--- src/rtl/muldiv_pkg.sv ---
// Shared types and helpers for the M-extension divide/remainder sequencer.
// Operation codes match funct3[1:0] of DIV/DIVU/REM/REMU.
package muldiv_pkg;

  typedef enum logic [1:0] {
    OP_DIV  = 2'b00,
    OP_DIVU = 2'b01,
    OP_REM  = 2'b10,
    OP_REMU = 2'b11
  } div_op_t;

  typedef enum logic [1:0] {
    IDLE  = 2'b00,
    RUN   = 2'b01,
    FIXUP = 2'b10,
    DONE  = 2'b11
  } state_t;

  function automatic logic is_signed_op(div_op_t op);
    return (op == OP_DIV) || (op == OP_REM);
  endfunction

  function automatic logic is_rem_op(div_op_t op);
    return (op == OP_REM) || (op == OP_REMU);
  endfunction

endpackage

--- src/rtl/div_iter_step.sv ---
// One restoring-division step: shift {rem,quo} left, trial-subtract the
// divisor in W+1 bits and keep the difference when it does not underflow.
module div_iter_step #(
  parameter int W = 32
) (
  input  logic [W-1:0] rem_i,
  input  logic [W-1:0] quo_i,
  input  logic [W-1:0] divisor_i,
  output logic [W-1:0] rem_o,
  output logic [W-1:0] quo_o
);

  logic [W:0] rem_sh;
  logic       ge;

  always_comb begin
    rem_sh = {rem_i, quo_i[W-1]};
    ge     = (rem_sh >= {1'b0, divisor_i});
    // A successful trial always leaves a remainder below the divisor, so it fits in W bits.
    rem_o  = ge ? W'(rem_sh - {1'b0, divisor_i}) : rem_sh[W-1:0];
    quo_o  = {quo_i[W-2:0], ge};
  end

endmodule

--- src/rtl/div_rem_seq.sv ---
// Iterative radix-2 DIV/DIVU/REM/REMU unit with start/busy/done handshake.
// Works on magnitudes, fixes signs in FIXUP, and short-circuits b==0 and MIN/-1.
module div_rem_seq
  import muldiv_pkg::*;
#(
  parameter int DATA_WIDTH = 32
) (
  input  logic                  clk,
  input  logic                  reset,
  input  logic                  start,
  input  div_op_t               op,
  input  logic [DATA_WIDTH-1:0] op_a,
  input  logic [DATA_WIDTH-1:0] op_b,
  input  logic                  flush,
  output logic                  busy,
  output logic                  done,
  output logic [DATA_WIDTH-1:0] result,
  output state_t                dbg_state
);

  localparam int W  = DATA_WIDTH;
  localparam int CW = (W > 2) ? $clog2(W) : 1;
  localparam logic [CW-1:0] LAST = CW'(W - 1);
  localparam logic [W-1:0]  MIN_VAL = {1'b1, {(W-1){1'b0}}};

  state_t        state_q, state_d;
  logic [CW-1:0] cnt_q, cnt_d;
  div_op_t       op_q, op_d;
  logic          sign_a_q, sign_a_d, sign_b_q, sign_b_d;
  logic [W-1:0]  rem_q, rem_d, quo_q, quo_d, dvs_q, dvs_d;
  logic [W-1:0]  result_q, result_d;
  logic          result_en;

  logic [W-1:0]  step_rem, step_quo;
  logic          a_neg, b_neg, div_zero, overflow, special;
  logic [W-1:0]  a_mag, b_mag, special_res, fix_quo, fix_rem, fix_res;

  div_iter_step #(.W(W)) u_step (
    .rem_i     (rem_q),
    .quo_i     (quo_q),
    .divisor_i (dvs_q),
    .rem_o     (step_rem),
    .quo_o     (step_quo)
  );

  // Decode of the incoming operation, used only on the accept edge.
  always_comb begin
    a_neg    = is_signed_op(op) && op_a[W-1];
    b_neg    = is_signed_op(op) && op_b[W-1];
    a_mag    = a_neg ? -op_a : op_a;
    b_mag    = b_neg ? -op_b : op_b;
    div_zero = (op_b == '0);
    overflow = is_signed_op(op) && (op_a == MIN_VAL) && (op_b == '1);
    special  = div_zero || overflow;
    if (div_zero) special_res = is_rem_op(op) ? op_a : '1;
    else          special_res = is_rem_op(op) ? '0   : op_a;
  end

  always_comb begin
    fix_quo = (is_signed_op(op_q) && (sign_a_q ^ sign_b_q)) ? -quo_q : quo_q;
    fix_rem = (is_signed_op(op_q) && sign_a_q) ? -rem_q : rem_q;
    fix_res = is_rem_op(op_q) ? fix_rem : fix_quo;
  end

  always_ff @(posedge clk or posedge reset) begin
    if (reset) state_q <= IDLE;
    else       state_q <= state_d;
  end

  always_comb begin
    state_d = state_q;
    unique case (state_q)
      IDLE:    if (start) state_d = special ? DONE : RUN;
      RUN:     if (flush) state_d = IDLE;
               else if (cnt_q == LAST) state_d = FIXUP;
      FIXUP:   state_d = flush ? IDLE : DONE;
      DONE:    state_d = IDLE;
      default: state_d = IDLE;
    endcase
  end

  always_comb begin
    busy      = (state_q != IDLE);
    done      = (state_q == DONE);
    result    = result_q;
    dbg_state = state_q;
  end

  always_comb begin
    cnt_d     = cnt_q;
    op_d      = op_q;
    sign_a_d  = sign_a_q;
    sign_b_d  = sign_b_q;
    rem_d     = rem_q;
    quo_d     = quo_q;
    dvs_d     = dvs_q;
    result_d  = result_q;
    result_en = 1'b0;
    if (state_q == IDLE && start) begin
      cnt_d    = '0;
      op_d     = op;
      sign_a_d = op_a[W-1];
      sign_b_d = op_b[W-1];
      rem_d    = '0;
      quo_d    = a_mag;
      dvs_d    = b_mag;
      if (special) begin
        result_d  = special_res;
        result_en = 1'b1;
      end
    end else if (state_q == RUN && !flush) begin
      rem_d = step_rem;
      quo_d = step_quo;
      cnt_d = (cnt_q == LAST) ? '0 : cnt_q + 1'b1;
    end else if (state_q == FIXUP && !flush) begin
      result_d  = fix_res;
      result_en = 1'b1;
    end
  end

  always_ff @(posedge clk or posedge reset) begin
    if (reset) begin
      cnt_q    <= '0;
      op_q     <= OP_DIV;
      sign_a_q <= 1'b0;
      sign_b_q <= 1'b0;
      rem_q    <= '0;
      quo_q    <= '0;
      dvs_q    <= '0;
    end else begin
      cnt_q    <= cnt_d;
      op_q     <= op_d;
      sign_a_q <= sign_a_d;
      sign_b_q <= sign_b_d;
      rem_q    <= rem_d;
      quo_q    <= quo_d;
      dvs_q    <= dvs_d;
    end
  end

  always_ff @(posedge clk or posedge reset) begin
    if (reset)          result_q <= '0;
    else if (result_en) result_q <= result_d;
  end

endmodule

--- config.mk ---
export PLATFORM = sky130hd
export DESIGN_NAME = div_rem_seq
export DESIGN_NICKNAME = d
export VERILOG_FILES = /design/src/rtl/muldiv_pkg.sv /design/src/rtl/div_iter_step.sv /design/src/rtl/div_rem_seq.sv
export SDC_FILE = /design/constraint.sdc
export NUM_CORES = 1
export LEC_CHECK = 0
export CORE_MARGIN = 1.5
export CORE_UTILIZATION = 35
export CTS_BUF_LIST = sky130_fd_sc_hd__clkbuf_16
export CTS_CLUSTER_SIZE = 24
export DETAILED_ROUTE_END_ITERATION = 8
export GPL_TIMING_DRIVEN = 0
export PLACE_DENSITY_LB_ADDON = 0.25
export SLEW_MARGIN = 30
export SYNTH_ARGS = -nofsm -noshare
export SYNTH_HDL_FRONTEND = slang
export SYNTH_SLANG_ARGS = --single-unit
--- constraint.sdc ---
create_clock -name clk -period 4.5 [get_ports clk]
set_input_delay 0.9 -clock clk [delete_from_list [all_inputs] [get_ports clk]]
set_output_delay 0.9 -clock clk [all_outputs]
set_load 0.01 [all_outputs]
==> impl_results.md <==
* Initial core utilization at 35.5%
* Final worst setup slack at 0.356 ns
* Routed wl met2 at 17,700 um
* DRT met1 WL at 18,200 um
* Post-Route WL at 39,600 um
* Residual DRC at 0
* CTS Hold Bufs at 0
* RR Endpoint: rem_q[28]$_DFFE_PP0P_
* Post_cts resized at 0
* RR Startpoint: rem_q[20]$_DFFE_PP0P_
* Antenna Cells at 0
* Placed Cells at 1,904
* Routability Congestion at 0.922
* Maximum clock path buffer count at 2
* EDFF count, synth at 0
* Final Critical Period at 4.14 ns
* First-pass detailed-route iteration total at 6
* Initial antenna violation count at 0
* Worst EP arrival at 4.53 ns
* Area Growth Syn to Fin at 20.4%
* Tightest Pin Transition at 0.958 ns
* Core area at 31,500 um2
* Most instantiated cells after synthesis: 141 x nand2_1, 139 x dfrtp_1, 126 x o21ai_0, 125 x a21oi_1, 120 x nor2_1
* Clock root buffer: clkbuf_16
* Final Hold Fails at 0
* Die width at 182 um
* ANT nets after route at 0
* Clk Latency, worst-skew pair at 0.44 ns
* Type of the most critical hold path: register to register
* Fill cells at 3,168
* Synth Register Bits at 139
* Setup Viol. Count Final at 0
* Seq/Total Area, Yosys at 31.2%
* Core Rows at 65
* Status: completed
* CP peak stage delay at 0.62 ns
* Hold_sp: dvs_q[24]$_DFFE_PP0P_
* Place WS at -0.0343 ns
* Register cell area after layout at 3480 um2
* Port Buf Inserts at 103
* Pwr Total at 0.00734 W
* Worst setup path class: input pin to register
* CP cell instances: clkdlybuf4s50_1 > inv_1 > ha_1 > nor3b_1 > nand3_1 > nor3b_1 > nand3b_1 > maj3_1 > a222oi_1 > nand2_1 > nand2_1
* Met3 wire len at 3070 um
* CP max FO at 8
* DR vias/cell at 5.82
* Multi-input logic area at 7090 um2
* Ys async rst share at 100%
* Max Slew Vio Count at 0
* First-pass GRT wire length at 61,500 um
* Crit path max-delay family: simple AND/OR/NAND/NOR gates
* Most frequent cell after synthesis: nand2_1
* Reg2Reg Depth at 11
* Critical Path End Type: register
* Clock H-tree levels at 4
* CP max-delay cell: maj3_1
* Die ar. at 33,000 um2
* Top-area cell type share of the netlist area at 31.2%
* Syn Inst Count at 1,393
* Gr usage total at 24.0%
* Post-CTS Setup Bufs at 0
* Avg WL per Cell at 20.5 um
* Die height at 182 um
* Detail Placement HPWL at 30,900 um
* Mean Syn Cell Area at 8.01 um2
* Final std cells w/o fill at 1,935
* CTS clk-pin slew, worst paths at 0.08 ns
* Cell Area, Synth at 11,200 um2
* Pin count of the biggest net entering global routing at 29
* Fmax achieved at 0.241 GHz
* Peak VDD IR at 0.000305 V
* Crit share post-route at 92.1%
* Vias in the first global route at 10,600
* Top Metal Used: met4
* Crit path required time at 4.88 ns
* Initial DRC Count at 1,149
* Buf+Inv Stages, Crit Path at 2
* Leading post-synthesis cells by cell area: dfrtp_1 31%, xnor2_1 5.8%, o21ai_0 5.6%
* Max Cap Viol at 0
* Synth Flop Type: dfrtp_1
* Synth warn at 0
* CTS tree: done
* End of the worst hold path: dvs_q[24]$_DFFE_PP0P_
* Cell taking the most area after synthesis: dfrtp_1
* PwrDens at 546 nW/um2
* Vias at 11,300
* Hold Path Stages at 2
* Yosys cell types at 77
* Mapped Nets at 1,503
* Total grt overflow at 0
* RSZ-0062 raised after global routing: no
* Startpoint Class: input pin
* FF-to-FF setup slack at 0.65 ns
* Clock Skews at 0.0201 ns
* Nets at 1,631
* Slew headroom at 35.6%
* Lkg Pwr at 5.56 nW
* Number of top-level pins at 106
* CTS Buf Count at 17
* Clock sinks at 139
* Share of cells above drive strength 1 at 4.70%
layout make-up:
class	instances	area share, %
sequential	139	25.9
timing repair buffer	109	8.78
inverter	65	1.84
clock buffer	17	3.16
tap	402	3.74
clock inverter	14	1.20
buffer	84	2.64
multi-input combinational	1105	52.8
worst register-to-register path: cells and delay by family, from the launching register on:
kind / cells / cell delay [ns]
AND/OR/NAND/NOR: 3 / 1.13
buffers and inverters: 3 / 1.02
AO/OA/AOI/OAI: 4 / 0.73
flip-flops: 1 / 0.53
adder cells (fa/ha/maj): 1 / 0.36
state kept, by name (all words and copies together) (netlist names):
name       flops
dvs_q         32
quo_q         32
rem_q         32
result        32
cnt_q          5
dbg_state      2
op_q           2
sign_a_q       1
sign_b_q       1
cell usage in the layout, fill, tap and decap left out, types with 6 or more instances in the layout:
cell,instances
inv_1,64
a31oi_1,23
maj3_1,23
o21ai_0,126
ha_1,39
o41ai_1,9
nand3_1,18
or3_1,7
dfrtp_1,139
clkbuf_1,69
a21oi_1,125
a211oi_1,18
a22oi_1,31
xor2_1,72
nand4_1,18
o31ai_1,20
mux2i_1,18
nor2_1,120
nor2b_1,8
nand2b_1,13
a32oi_1,6
xnor2_1,74
o211ai_1,23
a21o_1,15
clkbuf_16,17
or4_1,15
nor4_1,16
nor3_1,28
and3_1,7
clkdlybuf4s50_1,103
and2_1,11
nand2_1,141
how the worst max path moves through the flow:
stage / cells past startpoint / start / end
3_5_place_dp: 11 / op_b[1] / result[24]$_DFFE_PP0P_
5_1_grt: 11 / op_b[0] / result[24]$_DFFE_PP0P_
2_1_floorplan: 8 / op_a[4] / result[20]$_DFFE_PP0P_
6_report: 11 / op_b[1] / result[24]$_DFFE_PP0P_
3_3_place_gp: 11 / op_b[0] / result[24]$_DFFE_PP0P_
4_1_cts: 11 / op_b[1] / result[24]$_DFFE_PP0P_
power by group:
group	switching, W	internal [W]	leakage (nW)
clock	0.000637	0.000829	0.279
combinational	0.00230	0.00157	3.49
sequential	0.000469	0.00152	1.79
cells by family (layout without fill, tap and decap cells):
| kind of cell | after synthesis | count (layout) | synth area share [%] |
|---|---|---|---|
| multiplexers | 20 | 20 | 1.82 |
| AO/OA/AOI/OAI | 451 | 451 | 25.4 |
| adder cells (fa/ha/maj) | 63 | 63 | 6.61 |
| buffers and inverters | 149 | 289 | 5.37 |
| flip-flops | 139 | 139 | 31.2 |
| AND/OR/NAND/NOR | 425 | 425 | 18.2 |
| XOR/XNOR | 146 | 146 | 11.5 |
layer usage:
| layer | vias up | track usage, % |
|---|---|---|
| met5 | - | 0 |
| met4 | 0 | 5.53 |
| met3 | 56 | 4.07 |
| met2 | 486 | 37.7 |
| met1 | 5438 | 34.2 |
| li1 | 5282 | - |
metrics by stage:
| step | util, % | hold WS, ns | setup TNS [ns] | area, um2 |
|---|---|---|---|---|
| floorplan | - | 0.439 | 0 | 11200 |
| global placement | 40.4 | 0.456 | -0.0181 | 12700 |
| detailed placement | 40.9 | 0.471 | -0.0343 | 12900 |
| CTS | 42.7 | 0.479 | 0 | 13400 |
| global route | 42.7 | 0.488 | 0 | 13400 |
| finish | 42.7 | 0.483 | 0 | 13400 |
Power figures use the tool's default switching activity.
